[src/rtl/ship_motion_if.sv]
// ============================================================================
// ship_motion_if : button/tick inputs and position outputs of the ship mover
// Rev 1.0
// ============================================================================
`default_nettype none

interface ship_motion_if #(
  parameter int WIDTH = 5
);
  logic             left_debounced;
  logic             right_debounced;
  logic             enable;
  logic [WIDTH-1:0] ship_x;
  logic             moved;
  logic             at_left;
  logic             at_right;

  modport master (
    output left_debounced, right_debounced, enable,
    input  ship_x, moved, at_left, at_right
  );

  modport slave (
    input  left_debounced, right_debounced, enable,
    output ship_x, moved, at_left, at_right
  );
endinterface

`default_nettype wire

[src/rtl/ship_motion.sv]
// ============================================================================
// ship_motion : ship position with press-step, hold-delay and auto-repeat
// Optional macro SHIP_WRAP_EN: boundary steps wrap to the opposite limit.
// Rev 1.0
// ============================================================================
`default_nettype none

module ship_motion #(
  parameter int WIDTH        = 5,
  parameter int X_MIN        = 0,
  parameter int X_MAX        = 19,
  parameter int X_INIT       = 5,
  parameter int REPEAT_DELAY = 8,
  parameter int REPEAT_RATE  = 4
) (
  input  wire logic       clk_36MHz,
  input  wire logic       reset,
  ship_motion_if.slave    bus
);

  localparam logic [1:0] S_IDLE   = 2'd0;
  localparam logic [1:0] S_DELAY  = 2'd1;
  localparam logic [1:0] S_REPEAT = 2'd2;

  localparam int c_cnt_max = (REPEAT_DELAY > REPEAT_RATE) ? REPEAT_DELAY : REPEAT_RATE;
  localparam int c_cnt_w   = (c_cnt_max > 1) ? $clog2(c_cnt_max) : 1;

  localparam logic [c_cnt_w-1:0] c_cnt_zero   = '0;
  localparam logic [c_cnt_w-1:0] c_cnt_one    = c_cnt_w'(1);
  localparam logic [c_cnt_w-1:0] c_delay_last = c_cnt_w'(REPEAT_DELAY - 1);
  localparam logic [c_cnt_w-1:0] c_rate_last  = c_cnt_w'(REPEAT_RATE - 1);
  localparam logic [WIDTH-1:0]   c_x_min      = WIDTH'(X_MIN);
  localparam logic [WIDTH-1:0]   c_x_max      = WIDTH'(X_MAX);
  localparam logic [WIDTH-1:0]   c_x_init     = WIDTH'(X_INIT);
  localparam logic [WIDTH-1:0]   c_x_one      = WIDTH'(1);

`ifdef SHIP_WRAP_EN
  localparam logic c_wrap = 1'b1;
`else
  localparam logic c_wrap = 1'b0;
`endif

  logic [1:0]         r_state, w_state_next;
  logic [c_cnt_w-1:0] r_cnt, w_cnt_next;
  logic               r_dir, w_dir_next;   // 1 = right, 0 = left
  logic [WIDTH-1:0]   r_ship_x, w_x_next;
  logic               r_moved;
  logic               w_step;
  logic               w_single;
  logic               w_held;

  assign w_single = bus.left_debounced ^ bus.right_debounced;
  assign w_held   = w_single & (bus.right_debounced == r_dir);

  // Everything but the moved pulse freezes between ticks.
  always_ff @(posedge clk_36MHz) begin
    if (!reset) begin
      r_state  <= S_IDLE;
      r_cnt    <= c_cnt_zero;
      r_dir    <= 1'b0;
      r_ship_x <= c_x_init;
      r_moved  <= 1'b0;
    end else begin
      r_moved <= bus.enable & w_step & (w_x_next != r_ship_x);
      if (bus.enable) begin
        r_state  <= w_state_next;
        r_cnt    <= w_cnt_next;
        r_dir    <= w_dir_next;
        r_ship_x <= w_x_next;
      end
    end
  end

  always_comb begin
    w_state_next = r_state;
    w_cnt_next   = r_cnt;
    w_dir_next   = r_dir;
    w_step       = 1'b0;
    case (r_state)
      S_IDLE: begin
        if (w_single) begin
          w_step       = 1'b1;
          w_dir_next   = bus.right_debounced;
          w_cnt_next   = c_cnt_zero;
          w_state_next = S_DELAY;
        end
      end
      S_DELAY: begin
        if (!w_held) begin
          w_cnt_next   = c_cnt_zero;
          w_state_next = S_IDLE;
        end else if (r_cnt == c_delay_last) begin
          w_step       = 1'b1;
          w_cnt_next   = c_cnt_zero;
          w_state_next = S_REPEAT;
        end else begin
          w_cnt_next   = r_cnt + c_cnt_one;
        end
      end
      S_REPEAT: begin
        if (!w_held) begin
          w_cnt_next   = c_cnt_zero;
          w_state_next = S_IDLE;
        end else if (r_cnt == c_rate_last) begin
          w_step       = 1'b1;
          w_cnt_next   = c_cnt_zero;
        end else begin
          w_cnt_next   = r_cnt + c_cnt_one;
        end
      end
      default: begin
        w_cnt_next   = c_cnt_zero;
        w_state_next = S_IDLE;
      end
    endcase
  end

  // Step target; a step always goes in w_dir_next (it equals r_dir once latched).
  always_comb begin
    w_x_next = r_ship_x;
    if (w_step) begin
      if (w_dir_next) begin
        if (r_ship_x != c_x_max) w_x_next = r_ship_x + c_x_one;
        else if (c_wrap)         w_x_next = c_x_min;
      end else begin
        if (r_ship_x != c_x_min) w_x_next = r_ship_x - c_x_one;
        else if (c_wrap)         w_x_next = c_x_max;
      end
    end
  end

  assign bus.ship_x   = r_ship_x;
  assign bus.moved    = r_moved;
  assign bus.at_left  = (r_ship_x == c_x_min);
  assign bus.at_right = (r_ship_x == c_x_max);

endmodule

`default_nettype wire

[src/flat_wrapper.sv]
// flat-port wrapper written by rule: the top's interface ports become plain ports
module ship_motion_flat 
#(
  parameter int WIDTH        = 5,
  parameter int X_MIN        = 0,
  parameter int X_MAX        = 19,
  parameter int X_INIT       = 5,
  parameter int REPEAT_DELAY = 8,
  parameter int REPEAT_RATE  = 4
)
  (clk_36MHz, reset, bus_left_debounced, bus_right_debounced, bus_enable, bus_ship_x, bus_moved, bus_at_left, bus_at_right);
  ship_motion_if #(.WIDTH(WIDTH)) bus_i ();
  input  wire logic clk_36MHz;
  input  wire logic reset;
  input wire logic [$bits(bus_i.left_debounced)-1:0] bus_left_debounced;
  input wire logic [$bits(bus_i.right_debounced)-1:0] bus_right_debounced;
  input wire logic [$bits(bus_i.enable)-1:0] bus_enable;
  output wire logic [$bits(bus_i.ship_x)-1:0] bus_ship_x;
  output wire logic [$bits(bus_i.moved)-1:0] bus_moved;
  output wire logic [$bits(bus_i.at_left)-1:0] bus_at_left;
  output wire logic [$bits(bus_i.at_right)-1:0] bus_at_right;
  assign bus_i.left_debounced = bus_left_debounced;
  assign bus_i.right_debounced = bus_right_debounced;
  assign bus_i.enable = bus_enable;
  assign bus_ship_x = bus_i.ship_x;
  assign bus_moved = bus_i.moved;
  assign bus_at_left = bus_i.at_left;
  assign bus_at_right = bus_i.at_right;
  ship_motion #(.WIDTH(WIDTH), .X_MIN(X_MIN), .X_MAX(X_MAX), .X_INIT(X_INIT), .REPEAT_DELAY(REPEAT_DELAY), .REPEAT_RATE(REPEAT_RATE)) u_core (.clk_36MHz(clk_36MHz), .reset(reset), .bus(bus_i));
endmodule
[config.mk]
export PLATFORM = sky130hd
export DESIGN_NAME = ship_motion_flat
export DESIGN_NICKNAME = d
export VERILOG_FILES = /design/src/rtl/ship_motion_if.sv /design/src/rtl/ship_motion.sv /design/src/flat_wrapper.sv
export SDC_FILE = /design/constraint.sdc
export NUM_CORES = 1
export LEC_CHECK = 0
export CORE_MARGIN = 4
export CORE_UTILIZATION = 50
export DETAILED_ROUTE_END_ITERATION = 10
export GPL_ROUTABILITY_DRIVEN = 0
export GPL_TIMING_DRIVEN = 0
export PLACE_DENSITY = 0.85
export SLEW_MARGIN = 20
export SYNTH_ARGS = -nofsm -noshare
export SYNTH_HDL_FRONTEND = slang
export SYNTH_SLANG_ARGS = --single-unit
export TNS_END_PERCENT = 20
[constraint.sdc]
create_clock -name clk_36MHz -period 4.75 [get_ports clk_36MHz]
set_input_delay 0.95 -clock clk_36MHz [delete_from_list [all_inputs] [get_ports clk_36MHz]]
set_output_delay 0.95 -clock clk_36MHz [all_outputs]
set_load 0.05 [all_outputs]
* Word-level counts from Yosys, hierarchy flattened *
Cells that the tools add are included.

operators by class
  add/sub/neg operators = 3
  equality and inequality tests = 11
  mux-type cells = 23
  bitwise logic cells = 4
  reductions and logical operators = 5

operators with widths
  cell                   number
  $mux W5                4
  $mux W3                5
  $pmux W3 S3            1
  $mux W2                4
  $mux W1                7
  $pmux W2 S3            1
  $add A5 B1 Y5 const B  1
  $eq A5 B5 Y1 const B   1
  $logic_not A5 Y1       1
  $ne A5 B5 Y1           1
  $ne A5 B5 Y1 const B   1
  $reduce_bool A5 Y1     1
  $sub A5 B1 Y5 const B  1
  $reduce_and A4 Y1      1
  $add A3 B1 Y3 const B  1
  $and A1 B1 Y1          3
  $eq A3 B2 Y1 const B   1
  $eq A3 B3 Y1 const B   1
  $ne A3 B3 Y1 const B   1
  $pmux W1 S3            1
  $eq A2 B1 Y1 const B   1
  $eq A2 B2 Y1 const B   1
  $logic_not A2 Y1       1
  $ne A2 B1 Y1 const B   1
  other kinds (4)        4

word-level totals
  flip-flop bits (word level) = 12
  input bits = 5
  output and inout port bits = 8

* Depth between registers and ports, before layout *
  depth after elaboration = 7
  depth in mapped cells = 8

* Worst setup path after synthesis *
No wires, ideal clock.

  path type = register to output
  start = register u_core.r_ship_x[0] (netlist: u_core.bus.ship_x[0])
  end = output bus_at_right
  data arrival time = 1.497 ns
  required time = 3.800 ns
  slack = 2.303 ns
  cell stages (with the launch flop) = 4
  path through = dfxtp_1 -> ha_1 -> nand3_1 -> inv_1

between the ends
  longest elaborated chain between the ends = 1

ends and longest elaborated chain
  element                   line                RTL
  start: declaration        ship_motion.sv:46   logic [WIDTH-1:0] r_ship_x, w_x_next;
  start signal: assignment  ship_motion.sv:61   r_ship_x <= c_x_init;
  start signal: assignment  ship_motion.sv:69   r_ship_x <= w_x_next;
  $eq A5 B5 Y1              ship_motion.sv:135  assign bus.at_right = (r_ship_x == c_x_max);
  end: declaration          flat_wrapper.sv:21  output wire logic [$bits(bus_i.at_right)-1:0] bus_at_right;

No other way between the ends.

* Final worst setup path *
  start = register u_core.r_ship_x[1] (netlist: u_core.bus.ship_x[1])
  end = output bus_at_left

between the ends
  longest elaborated chain between the ends = 1

ends and longest elaborated chain
  element           line                RTL
  $logic_not A5 Y1  ship_motion.sv:134  assign bus.at_left = (r_ship_x == c_x_min);
  end: declaration  flat_wrapper.sv:20  output wire logic [$bits(bus_i.at_left)-1:0] bus_at_left;

No other way between the ends.

==> results.toml <==
[detailed_routing]
via_per_inst = 5.61
vias = 853
final_antenna_net_count = 0
drcViolationCount = 0
drt-pass1-iter-count = 4
drt-total-wl_um = 2060
wl_per_cell_um = 13.5
drt_iter0_markers = 24

[cts]
htreeDepth = 1
cts_hold_buf = 0
path_clk_slew_ns = 0.08
cts-root-buf = "clkbuf_4"
cts_tree = "yes"
cts_repair_resize_count = 0
numClockSinks = 12
post_cts_buffers = 0
cts_buffer_depth = 2
clock_latency_ns = 0.27
cts_buffers = 3

[die]
io_pins = 13
die_h_um = 52.2
die-area_mm2 = 0.00272
start_util_pct = 54.7
num_rows = 15
core-area_mm2 = 0.00178
die_w_um = 52.2

[critical_path]
worstSetupStartpointType = "flip-flop"
reg2reg_depth = 8
cpPeakStageDelay_ns = 0.82
crit_chain = "inv_1 -> ha_1 -> and3_1 -> clkdlybuf4s50_1"
r2r-start = "u_core.r_state[0]"
crit_buf_inv = 2
cp_max_fo = 6
crit_arrival_ns = 2.09
crit_family = "buffers and inverters"
r2r_slack_ns = 2.73
critPathCaptureType = "output port"
cp.depth = 4
worstReg2RegEnd = "u_core.bus.ship_x[0]"
critical_path_class = "flip-flop to output port"
cp_slowest_cell = "clkdlybuf4s50_1"
crit_end = "bus_at_left"
crit_start = "u_core.bus.ship_x[1]"
crit_required_ns = 3.80

[synth]
yosys_warnings = 0
synth_edf_count = 0
synth.distinct_cells = 42
netlist_area_um2 = 976
syn_area_per_cell_um2 = 8.79
synth_ff_type = "dfxtp_1"
synth-async-reset-ratio_pct = 0
syn_nets = 128
syn_inst = 111
ys_seq_area_share_pct = 24.6
ys_ff_latch = 12

[pwr]
total_power_uw = 277
combPwrFrac_pct = 31.1
switching_power_uw = 91.3
switching_share_pct = 32.9
power_frac_clock_pct = 29.0
power_leakage_uw = 0.000476
internal_power_uw = 186
power.share.sequential_pct = 39.9
powerDensity_mw_per_mm2 = 238
ir_worst_vdd_mv = 0.241

[timing]
setup_tns_ns = 0
clock.fmax_ghz = 0.329
max_slew.worst_pin.slew_ns = 0.496
fin_ws_ns = 1.71
finalClockSkew_ns = 0.00631
min_period_ns = 3.04
rsz0062_at_grt = "false"
slew_violations = 0
maxSlewHeadroom_pct = 66.8
fin_crit_sh_pct = 64.1
hold_viol_final = 0
setup_viol = 0

[grt]
first_global_vias = 777
globalRouteOverflowTotal = 0
grt_pass1_wl_um = 3420
grt_max_degree = 11
grt_antenna_before_repair = 0
gr-usage-all-layers_pct = 17.0

[final_layout]
antenna_cells = 0
areaGrowthSynthToFinish_pct = 19.2
fillers = 142
drive_above_1_share_pct = 12.6
final_area_mm2 = 0.00116
nets = 145

[placement]
dpl_cell_area_mm2 = 0.00113
hpwl_um = 1570
dp_slack_ns = 1.94
numPortBuffers = 12

[status]
outcome = "completed"

[worst_hold_path]
hold_class = "flip-flop to flip-flop"

[run]
drv_cap = 0
-- worst min-delay path, cell delays in order, from the launching register on --
cell and delay (ns):
dfxtp_1 0.34, nand2_1 0.07, a21oi_1 0.05
-- through the flow --
stage | std cells | util [%] | hold slack [ns]
2_1_floorplan | 111 | - | 0.465
3_3_place_gp | 148 | 63.2 | 0.483
3_5_place_dp | 148 | 63.2 | 0.499
4_1_cts | 152 | 65.3 | 0.510
5_1_grt | 152 | 65.3 | 0.541
6_report | 152 | 65.3 | 0.506
-- worst min-delay path by stage --
stage,startpoint,cells after the start,slack [ns],endpoint
after CTS,u_core.r_state[1],2,0.51,u_core.r_state[1]
after global routing,u_core.r_state[1],2,0.54,u_core.r_state[1]
final,u_core.r_state[1],2,0.51,u_core.r_state[1]
after global placement,u_core.r_state[1],2,0.48,u_core.r_state[1]
after detailed placement,u_core.r_state[1],2,0.50,u_core.r_state[1]
after floorplan,u_core.r_state[1],2,0.46,u_core.r_state[1]
-- power by group through the flow --
stage	registers, uW	clock network, uW	logic, uW
global route	111	88.3	93.7
CTS	111	83.5	86.0
detailed placement	113	0	85.0
floorplan	121	0	53.7
finish	111	80.4	86.4
global placement	113	0	82.3
-- cell usage after synthesis, types with 2 or more instances --
cell type	number	area share, %
a21oi_1	5	2.6
mux2i_1	5	5.1
nand4b_1	2	1.8
ha_1	12	15
a22oi_1	2	1.5
buf_4	2	1.5
nor3_1	5	2.6
nand3b_1	3	2.3
o21ai_0	3	1.5
o2bb2ai_1	3	2.7
dfxtp_1	12	25
inv_1	14	5.4
nor2_1	9	3.5
nand2_1	3	1.2
o21ai_1	2	1.0
nor3_2	2	2.1
o21ai_2	2	1.8
-- layout make-up --
| type | instances | area (um2) | share of cell area (%) |
|---|---|---|---|
| sequential | 12 | 240 | 20.6 |
| multi-input combinational | 81 | 659 | 56.7 |
| inverter | 15 | 56.3 | 4.84 |
| buffer | 3 | 20.0 | 1.72 |
| clock buffer | 4 | 36.3 | 3.12 |
| tap | 25 | 31.3 | 2.69 |
| timing repair buffer | 12 | 120 | 10.3 |
-- flip-flops by register name, summed over array words and instances (netlist names) --
name               flops
u_core.bus.ship_x      5
u_core.r_cnt           3
u_core.r_state         2
u_core.bus.moved       1
u_core.r_dir           1
-- routing by layer --
layer	track usage, %	up-vias	share of wire (%)
met5	0	-	0
met4	3.83	0	0.63
met3	5.13	2	5.5
met2	29.5	22	51
met1	20.6	398	43
li1	-	431	-
-- placed cells by master, fill, tap and decap left out, drive strengths merged, types with 2 or more instances in the layout --
cell type and count:
ha 12, buf 3, mux2i 5, clkdlybuf4s50 12
nand4b 2, nand2 3, clkbuf 4, nor2 9
dfxtp 12, o2bb2ai 3, a22oi 2, nand3b 3
o21bai 2, a21oi 5, inv 14, o21ai 7
nor3 7
-- cell families after synthesis --
family | Yosys count | share of synthesized area [%]
flops | 12 | 24.6
buf+inv | 18 | 7.82
compound gates | 28 | 24.0
simple gates | 34 | 21.0
mux | 6 | 6.28
fa+ha+maj | 12 | 15.4
xor+xnor | 1 | 0.898
(Power assumes the default switching activity.)
==> RTL change 1, RTL diff (config.mk and constraints unchanged) <==
Build with the macro `SHIP_WRAP_EN` defined.
--- a/src/rtl/ship_motion.sv
+++ b/src/rtl/ship_motion.sv
@@ -4,6 +4,8 @@
 // Rev 1.0
 // ============================================================================
 `default_nettype none
+
+`define SHIP_WRAP_EN
 
 module ship_motion #(
   parameter int WIDTH        = 5,
Behaviour: no difference found for any inputs over 10 cycles, from zero or initial values and one cycle with reset low; that may be too few to reach the edited logic, so the function may still have changed.
==> RTL change 1 against the unedited design <==
Count of clock-buffer cells in the layout did not move. Power fell by 1.2%. Sequential cell count is the same. Setup slack better by 0.0044 ns. Via count rose by 5.2%. Routed wire length fell by 3.2%. Design area shrank 2.9%. Synthesized area shrank 3.5%. Global-route usage shrank 1.3 points.
==> RTL change 1: results (changes against the unedited design) <==
status: finished clean
Synth async-reset ratio: 0% (unchanged)
Post-Synth XOR/XNOR Area: 1.86% (+0.96 points)
Post-Synth Adder-Cell Area: 14.6% (-0.78 points)
DR vias: 897 (+5.2%)
worst vdd ir: 182 µV (-25%)
largest net degree at the start of global routing: 9 (-2)
number of hold violations in the final report: 0 (unchanged)
register area share after synthesis: 25.5% (+0.88 points)
Syn Area/Cell: 8.41 µm² (-4.3%)
WL met1: 944 µm (+7.4%)
All-Layer GR Usage: 15.7% (-1.3 points)
Worst Reg-to-Reg Cells: 7 (-1)
routed wl met3: 98 µm (-13%)
M2 GR Usage: 25.4% (-4.1 points)
Clock Path Buffers: 2 (unchanged)
share of cells above drive strength 1: 6.25% (-6.3 points)
final non-filler cell total: 153 (+0.66%)
Hold Crit Class: register to register
max FFs per register: 5 (unchanged)
CP Max Fanout: 8 (+2)
leak pwr: 0.000487 µW (+2.3%)
synth top area cells: dfxtp_1, ha_1, inv_1
met1 GRT Util: 20.4% (-0.21 points)
Post-synth top cells: dfxtp_1, ha_1, inv_1
uppermost layer routed: met4
vias in the first global route: 790 (+1.7%)
first-pass GRT wire length: 3260 µm (-4.9%)
Global Route met3 Usage: 2.04% (-3.1 points)
net count after synthesis: 128 (unchanged)
mux cell area share after synthesis: 5.44% (-0.84 points)
Fin Clk Skew: 0.00518 ns (-0.00113 ns)
Wirelength per Cell: 13.0 µm (-3.8%)
clk_lat worst skew: 0.28 ns
# fillers: 165 (+16%)
synth unique cells: 41 (-2.4%)
Iter 0 DRT Violations: 21 (-13%)
Synth Area in Compound Gates: 27.5% (+3.5 points)
met2 wire len: 906 µm (-14%)
HPWL after DPL: 1540 µm (-1.6%)
Area after DPL: 1090 µm² (-3.0%)
Synth warnings: 0 (unchanged)
worst slew pin tran: 0.518 ns (+0.0225 ns)
## RTL change 1: cell types whose count changed after synthesis, sizes merged, moves of 3 or more
cell     before  now
o311ai        0    3
inv          14   11
buf           3    0
nand3b        3    0
o2bb2ai       3    0
nand3         1    4
## RTL change 1: cell type report
class	instances	area, µm²	share of cell area (%)
buffer	1	3.75	0.332
clock buffer	4	36.3	3.21
inverter	11	41.3	3.65
multi-input combinational	88	657	58.1
sequential	12	240	21.3
tap	25	31.3	2.77
timing repair buffer	12	120	10.6
## RTL change 1: worst max-delay path, stage by stage (launching register included)
cell and delay, ns:
dfxtp_1 0.38, inv_1 0.08, ha_1 0.20, nor2b_1 0.18
and2_1 0.17, clkdlybuf4s50_1 0.80
## RTL change 1: metrics by stage
step / setup slack (ns) / hold slack [ns]
2_1_floorplan: 2.29 / 0.481
3_3_place_gp: 1.87 / 0.494
3_5_place_dp: 1.86 / 0.526
4_1_cts: 1.72 / 0.545
5_1_grt: 1.60 / 0.574
6_report: 1.71 / 0.537
## RTL change 1: power by group
group	total [µW]	switching (µW)	internal (µW)
clock network	82.4	35.7	46.6
registers	113	6.93	106
logic	79.0	47.5	31.5
total	274	90.2	184
## RTL change 1: kinds of logic after synthesis
group / count (synthesis)
AOI/OAI and AO/OA: 35
and+or+nand+nor: 35
buffers and inverters: 12
DFF: 12
adders and majority gates: 11
muxes: 5
xor gates and xnor gates: 2
## RTL change 1: final timing paths
| check | start | to | slack, ns |
|---|---|---|---|
| hold reg to reg | u_core.r_cnt[1] | u_core.r_cnt[1] | 0.54 |
| hold / removal | u_core.r_cnt[1] | u_core.r_cnt[1] | 0.54 |
| setup reg to reg | u_core.r_state[1] | u_core.r_state[1] | 2.87 |
| setup / recovery | u_core.bus.ship_x[0] | bus_at_left | 1.71 |
==> RTL change 2, RTL diff (same settings) <==
Without the edit above. Make the reset (`reset`) asynchronous in one clocked block.
--- a/src/rtl/ship_motion.sv
+++ b/src/rtl/ship_motion.sv
@@ -53,7 +53,7 @@
   assign w_held   = w_single & (bus.right_debounced == r_dir);
 
   // Everything but the moved pulse freezes between ticks.
-  always_ff @(posedge clk_36MHz) begin
+  always_ff @(posedge clk_36MHz or negedge reset) begin
     if (!reset) begin
       r_state  <= S_IDLE;
       r_cnt    <= c_cnt_zero;
Function: differs if reset is asserted again (counterexample within 4 cycles, from zero or initial values and one cycle with reset low); with reset held inactive, the same outputs for 10 cycles.
==> RTL change 2 against the unedited design <==
Synthesized area up 4.0%. Worst hold slack gained 0.021 ns. Via count increased by 1.9%. Routed wire length grew 1.6%. Clock skew is 0.0010 ns lower. Design area grew 3.5%. Utilization fell by 3.2 points. Sequential cell count stayed put. Setup slack got worse by 0.096 ns. Synthesized cell count increased by 1.8%. Largest cell class unchanged.
Power is not compared: it rests on default switching activity, and its combinational part moved more than twofold at a synthesized area within 25%.
==> RTL change 2: results (changes against the unedited design) <==
status: finished clean
Iter 0 DRT Violations: 11 (-54%)
Synth async-reset ratio: 100% (+100 points)
Area after DPL: 1170 µm² (+3.7%)
WL met1: 972 µm (+11%)
largest net degree at the start of global routing: 13 (+2)
vias in the first global route: 912 (+17%)
CP max stage cell: clkdlybuf4s50_1
CP Max Fanout: 9 (+3)
share of cells above drive strength 1: 13.2% (+0.58 points)
All-Layer GR Usage: 17.8% (+0.76 points)
register area share after synthesis: 29.8% (+5.2 points)
Post-Synth XOR/XNOR Area: 2.47% (+1.6 points)
Post-synth top cells: ha_1, inv_1, dfrtp_1, nand2_1
# fillers: 171 (+20%)
Synth Area in Compound Gates: 27.9% (+3.9 points)
met2 wire len: 1010 µm (-3.4%)
mux cell area share after synthesis: 2.22% (-4.1 points)
worst slew pin tran: 0.564 ns (+0.0683 ns)
top_reg_cell synth: dfrtp_1
Syn Area/Cell: 8.98 µm² (+2.1%)
first-pass GRT wire length: 3770 µm (+10%)
Fin Clk Skew: 0.00531 ns (-0.000998 ns)
CP peak stage delay: 0.80 ns (-0.02 ns)
synth top area cells: dfrtp_1, ha_1, dfstp_2
Post-Synth Adder-Cell Area: 14.8% (-0.59 points)
net count after synthesis: 130 (+1.6%)
HPWL after DPL: 1580 µm (+0.57%)
total routed wirelength: 2090 µm (+1.6%)
routed wl met3: 95 µm (-15%)
DP Cell Count: 152 (+2.7%)
Wirelength per Cell: 13.4 µm (-1.0%)
synth unique cells: 39 (-7.1%)
crit path DAT: 2.19 ns (+0.10 ns)
==> RTL change 2: path summary, 6_finish.rpt <==
kind / depth (start not counted) / from / slack, ns / endpoint
max reg2reg: 7 / u_core.r_state[1] / 2.75 / u_core.bus.ship_x[1]
max in group asynchronous: 1 / reset / 3.33 / u_core.bus.ship_x[0]
max: 6 / u_core.bus.ship_x[1] / 1.61 / bus_at_left
min: 1 / u_core.r_cnt[1] / 0.53 / u_core.r_cnt[1]
min in group asynchronous: 1 / reset / 1.04 / u_core.bus.ship_x[3]
min reg2reg: 1 / u_core.r_cnt[1] / 0.53 / u_core.r_cnt[1]
==> RTL change 2: final cells by class <==
| cell class | instances | area [µm²] | area share [%] |
|---|---|---|---|
| multi-input combinational | 89 | 667 | 55.3 |
| sequential | 12 | 303 | 25.1 |
| timing repair buffer | 12 | 120 | 9.97 |
| inverter | 12 | 45.0 | 3.74 |
| clock buffer | 4 | 36.3 | 3.01 |
| tap | 27 | 33.8 | 2.80 |
==> RTL change 2: stage by stage <==
| stage | power [µW] | setup WS [ns] |
|---|---|---|
| global route | 640 | 1.45 |
| CTS | 595 | 1.57 |
| global placement | 498 | 1.96 |
| detailed placement | 509 | 1.91 |
| floorplan | 422 | 2.30 |
| finish | 593 | 1.61 |
==> RTL change 2: power groups by stage <==
stage                     Clock, µW  Combinational [µW]  Sequential [µW]
final                          80.6                 337              176
after global routing           91.9                 367              181
after CTS                      84.8                 335              175
after detailed placement          0                 333              177
after global placement            0                 325              173
after floorplan                   0                 195              227
==> RTL change 2: kinds of logic after synthesis <==
logic type               after synthesis
multiplexers                           2
adder cells (fa/ha/maj)               12
flip-flops                            12
buffers and inverters                 12
AO/OA/AOI/OAI                         37
XOR/XNOR                               2
AND/OR/NAND/NOR                       36
==> RTL change 2: layer usage <==
metal	vias up	track usage, %
li1	437	-
met1	402	21.9
met2	28	31.4
met3	2	2.54
met4	0	5.96
met5	-	0
